<file path="config.mk">
export PLATFORM = sky130hd
export DESIGN_NAME = hello_scroll_seq
export DESIGN_NICKNAME = d
export VERILOG_FILES = /design/src/rtl/hello_scroll_seq.sv
export SDC_FILE = /design/constraint.sdc
export NUM_CORES = 1
export LEC_CHECK = 0
export CAP_MARGIN = 10
export CORE_ASPECT_RATIO = 1.25
export CORE_MARGIN = 3
export CORE_UTILIZATION = 47
export CTS_BUF_LIST = sky130_fd_sc_hd__clkbuf_4 sky130_fd_sc_hd__clkbuf_8
export CTS_CLUSTER_DIAMETER = 120
export CTS_CLUSTER_SIZE = 28
export DETAILED_ROUTE_END_ITERATION = 6
export MAX_ROUTING_LAYER = met4
export PLACE_DENSITY_LB_ADDON = 0.25
export SLEW_MARGIN = 20
export SYNTH_ARGS = -nofsm -noshare
export SYNTH_HDL_FRONTEND = slang
export SYNTH_SLANG_ARGS = --single-unit
</file>
<file path="constraint.sdc">
create_clock -name clk -period 1.83 [get_ports clk]
set_input_delay 0.4575 -clock clk [delete_from_list [all_inputs] [get_ports clk]]
set_output_delay 0.4575 -clock clk [all_outputs]
set_load 0.01 [all_outputs]
</file>
<file path="src/rtl/hello_scroll_seq.sv">
// Message sequencer: holds five character codes and steps a 0..4 select at a prescaled rate.
// Optional blink blanking is enabled by defining HELLO_SCROLL_BLINK_EN.
module hello_scroll_seq #(
  parameter int         DIV   = 4,
  parameter logic [2:0] CODE0 = 3'd0,
  parameter logic [2:0] CODE1 = 3'd1,
  parameter logic [2:0] CODE2 = 3'd2,
  parameter logic [2:0] CODE3 = 3'd2,
  parameter logic [2:0] CODE4 = 3'd3
) (
  input  logic       clk,
  input  logic       rst_n,
  input  logic       run,
  input  logic       dir,
  input  logic       step,
  input  logic       wr_en,
  input  logic [2:0] wr_addr,
  input  logic [2:0] wr_data,
  output logic       s2,
  output logic       s1,
  output logic       s0,
  output logic [2:0] u,
  output logic [2:0] v,
  output logic [2:0] w,
  output logic [2:0] x,
  output logic [2:0] y,
  output logic       wrap,
  output logic       blank
);

  localparam int PW = (DIV > 2) ? $clog2(DIV) : 1;

  logic [PW-1:0] pre_q, pre_d;
  logic          step_prev_q, step_prev_d;
  logic [2:0]    sel_q, sel_d;
  logic          wrap_q, wrap_d;
  logic [2:0]    slot_q [5];
  logic [2:0]    slot_d [5];
  logic          tick, advance;

  always_comb begin
    tick        = run && (pre_q == PW'(DIV - 1));
    pre_d       = (run && !tick) ? pre_q + PW'(1) : '0;
    step_prev_d = step;
    // Step edges only count while paused; the prescaler owns the select while running.
    advance     = run ? tick : (step && !step_prev_q);
    sel_d       = sel_q;
    wrap_d      = 1'b0;
    if (advance) begin
      if (dir) begin
        sel_d  = (sel_q == 3'd0) ? 3'd4 : sel_q - 3'd1;
        wrap_d = (sel_q == 3'd0);
      end else begin
        sel_d  = (sel_q >= 3'd4) ? 3'd0 : sel_q + 3'd1;
        wrap_d = (sel_q >= 3'd4);
      end
    end
    for (int i = 0; i < 5; i++) begin
      slot_d[i] = slot_q[i];
      if (wr_en && (wr_addr == 3'(i))) slot_d[i] = wr_data;
    end
  end

  always_ff @(posedge clk or negedge rst_n) begin
    if (!rst_n) begin
      pre_q       <= '0;
      step_prev_q <= 1'b0;
      sel_q       <= 3'd0;
      wrap_q      <= 1'b0;
      slot_q[0]   <= CODE0;
      slot_q[1]   <= CODE1;
      slot_q[2]   <= CODE2;
      slot_q[3]   <= CODE3;
      slot_q[4]   <= CODE4;
    end else begin
      pre_q       <= pre_d;
      step_prev_q <= step_prev_d;
      sel_q       <= sel_d;
      wrap_q      <= wrap_d;
      for (int i = 0; i < 5; i++) slot_q[i] <= slot_d[i];
    end
  end

  assign {s2, s1, s0} = sel_q;
  assign wrap         = wrap_q;

`ifdef HELLO_SCROLL_BLINK_EN
  logic blank_q, blank_d;

  always_comb blank_d = blank_q ^ wrap_d;

  always_ff @(posedge clk or negedge rst_n) begin
    if (!rst_n) blank_q <= 1'b0;
    else        blank_q <= blank_d;
  end

  // Blanking only masks the view; stored slots keep taking writes.
  assign blank = blank_q;
  assign u     = blank_q ? 3'd7 : slot_q[0];
  assign v     = blank_q ? 3'd7 : slot_q[1];
  assign w     = blank_q ? 3'd7 : slot_q[2];
  assign x     = blank_q ? 3'd7 : slot_q[3];
  assign y     = blank_q ? 3'd7 : slot_q[4];
`else
  assign blank = 1'b0;
  assign u     = slot_q[0];
  assign v     = slot_q[1];
  assign w     = slot_q[2];
  assign x     = slot_q[3];
  assign y     = slot_q[4];
`endif

endmodule

</file>
==> key figures, run 1 <==
Critical path
  – Worst path arrival time: between 1 and 1.5 ns
  – CP delay by family, top: buffers and inverters
  – Crit Path Category: register to output pin
  – Req. time, crit path: 1.37 ns
  – CP Max Fanout: 7
  – Crit-path cells: clkdlybuf4s50_1
  – Slowest stage cell, crit path: clkdlybuf4s50_1
  – Worst Setup Start Kind: register
  – Register-to-Register Path Depth: 6
  – Levels on crit path: 1
  – Worst Setup End Kind: output pin
  – CP peak stage delay: 0.55 ns
  – Buf+Inv Stages, Crit Path: 1

Die
  – Core box area: 2027 um^2
  – # IOs: 32
  – Die Y: between 50 and 60 um
  – Die W: approximately 48 um
  – FP Rows: 18
  – Initial Util: 50.37%
  – Die ar.: 2771 um^2

Placement
  – Gpl congestion: 0.7202
  – Area post-placement: 1369 um^2
  – DP HPWL: 1.494 mm
  – Placed insts: around 120
  – Pre-CTS setup slack: -0.05044 ns
  – PortBufs: 30

Detailed routing
  – Routed length per instance: ~15 um
  – Drt pass-1 iters: 3
  – Post-route DRC: 0
  – Via count: 707
  – Post-Route WL: 1.932 mm
  – Vias/cell: between 5 and 6
  – ANT nets after route: 0
  – 1st-iter DRT viols: 1

Yosys
  – Ys async rst share: 100.0%
  – Yosys cell types: 27
  – Post-Syn Area: 1021 um^2
  – Yosys reg bits: 22
  – Mean post-synth cell area: between 10 and 15 um^2
  – Register area share after synthesis: approximately 55%
  – Count leader, synth: dfrtp_1
  – Largest cells by area after synthesis: dfrtp_1 (42%), mux2_2 (18%), dfstp_2 (13%)
  – Post-Synthesis Net Count: 87
  – Ys flop type: dfrtp_1
  – Area leader, netlist: dfrtp_1
  – Number of flops mapped to enable cells by yosys: 0
  – Synthesized instance count: 71
  – Yosys top cell area share: 41.67%
  – Ys Warns: 0
  – Synth top cells by count: dfrtp_1 (17), mux2_2 (16), dfstp_2 (5)

Clock network
  – CTS tree: yes
  – Clk root buf: clkbuf_4
  – H-Tree Depth: 1
  – Register clock-pin slew on the reported worst setup and hold paths: 0.13 ns
  – Worst skew pair latency: 0.31 ns
  – Clock sink total: 22
  – Clock buffer depth: 2
  – TritonCTS Buffers: 3
  – CTS Hold Bufs: 0

Pwr
  – Internal Dissipation: 1220 uW
  – Switching power total: 475.1 uW
  – Clock Power Share: a little over a fifth
  – Logic pwr share: 37.0%
  – Cell Pwr Density: 1183 nW/um^2
  – Overall Power: roughly 1700 uW
  – P_leak: 0.0006267 uW
  – Maximum vdd drop: just under 0.8 mV
  – Seq pwr share: between 40% and 50%
  – Switch share: 28.03%

Final layout
  – Fill count: 146
  – N_diodes: 0
  – FF+latch area: about 560 um^2
  – Fin area: 1433 um^2
  – Footprint of the multi-input gates: 445.4 um^2
  – Area growth syn-to-layout: 40.32%
  – Non-Filler Instances: 130
  – Util after Layout: 70.68%
  – Share of cells above drive strength 1: 36.36%
  – Final net count: 127

Status
  – Status: finished, final reports clean

Global routing
  – Initial antenna violation count: 0
  – Aggregate global routing overflow: 0
  – Total GRT Usage: 16.31%
  – Largest net degree at the start of global routing: 23
  – First-pass GRT wire length: 3.098 mm
  – Vias in the first global route: 749

Run
  – Max Cap Viol: 0

Timing
  – Max Fclk: 568.4 MHz
  – Period minus WS final: 1.759 ns
  – Layout Skew: ~0.013 ns
  – Pins Over Slew Limit: 0
  – Endpoints failing hold: 0
  – Setup ws final: a little over 0.07 ns
  – Final setup fails: 0
  – RSZ-0062 raised after global routing: false
  – Final Cycle Share: 96.15%

Worst hold path
  – Min-Delay Path Class: input port to asynchronous set/reset pin
-- layer usage --
layer  global-route usage [%]  part of all wire [%]
met5                        -                     0
met4                    9.231                   3.0
met3                    2.174                   5.3
met2                    28.17                    53
met1                    16.57                    38
-- cell type report --
| class | instances | area share (%) |
|---|---|---|
| clock buffers | 3 | 1.572 |
| clock inverters | 1 | 2.096 |
| inverters | 3 | 0.7860 |
| multi-input cells | 45 | 31.09 |
| flip-flops and latches | 22 | 39.04 |
| well taps | 20 | 1.747 |
| repair buffers | 36 | 23.67 |
-- logic make-up after synthesis --
logic type | Yosys count | synth area share (%)
and+or+nand+nor | 16 | 12.50
buffers and inverters | 4 | 1.838
AOI/OAI and AO/OA | 7 | 7.231
adders and majority gates | 4 | 4.902
muxes | 17 | 18.63
other | 1 | 0.3673
DFF | 22 | 54.53
-- power groups by stage --
stage          combinational, uW  clock (uW)  sequential [uW]
6_report                     628         368              700
5_1_grt                      692         402              719
4_1_cts                      598         380              707
3_5_place_dp                 612           0              715
3_3_place_gp                 596           0              712
2_1_floorplan                245           0              757
-- registers in the layout, indices dropped and copies added (netlist names) --
register and flops:
wrap 1, pre_q 2, step_prev_q 1, v 3
y 3, sel_q 3, x 3, u 3
w 3
-- worst paths after layout --
path | start | to | slack [ns]
worst max-delay path | sel_q[2]$_DFFE_PN0P_ | s2 | 0.07
worst min-delay path | rst_n | u[2]$_DFFE_PN0P_ | 0.47
worst max register to register | sel_q[0]$_DFFE_PN0P_ | sel_q[1]$_DFFE_PN0P_ | 0.22
worst min register to register | pre_q[0]$_DFF_PN0_ | pre_q[0]$_DFF_PN0_ | 0.47
max in group asynchronous | rst_n | w[1]$_DFFE_PN1P_ | 1.07
min in group clk | pre_q[0]$_DFF_PN0_ | pre_q[0]$_DFF_PN0_ | 0.47
-- layout by cell type, fill, tap and decap left out, types with 2 or more instances in the layout --
| cell | n |
|---|---|
| and4bb_2 | 2 |
| buf_4 | 6 |
| clkbuf_4 | 3 |
| clkdlybuf4s50_1 | 25 |
| dfrtp_1 | 15 |
| dfrtp_2 | 2 |
| dfstp_2 | 5 |
| dlygate4sd2_1 | 5 |
| ha_1 | 4 |
| inv_1 | 3 |
| mux2_2 | 16 |
| nand2_1 | 2 |
| nor2_1 | 2 |
| nor3b_1 | 2 |
-- per-stage QoR --
stage               hold WS [ns]  setup TNS, ns
finish                    0.4674              0
global route              0.4664              0
CTS                       0.4578              0
detailed placement        0.4294        -0.1946
global placement          0.4323       -0.08728
floorplan                 0.1619              0
-- repair_timing --
item                                    in CTS  in global routing
setup buffers                                0                  2
resized for setup                            6                  1
endpoints found under the setup margin       6                  2
No activity file was read; power rests on OpenSTA's default activity.
==> inputs of run 2 (changes only) <==
SLEW_MARGIN = default   (was 20)
==> results of run 2 <==
Same layout as run 1: the final DEF is identical, and so are final timing and power.
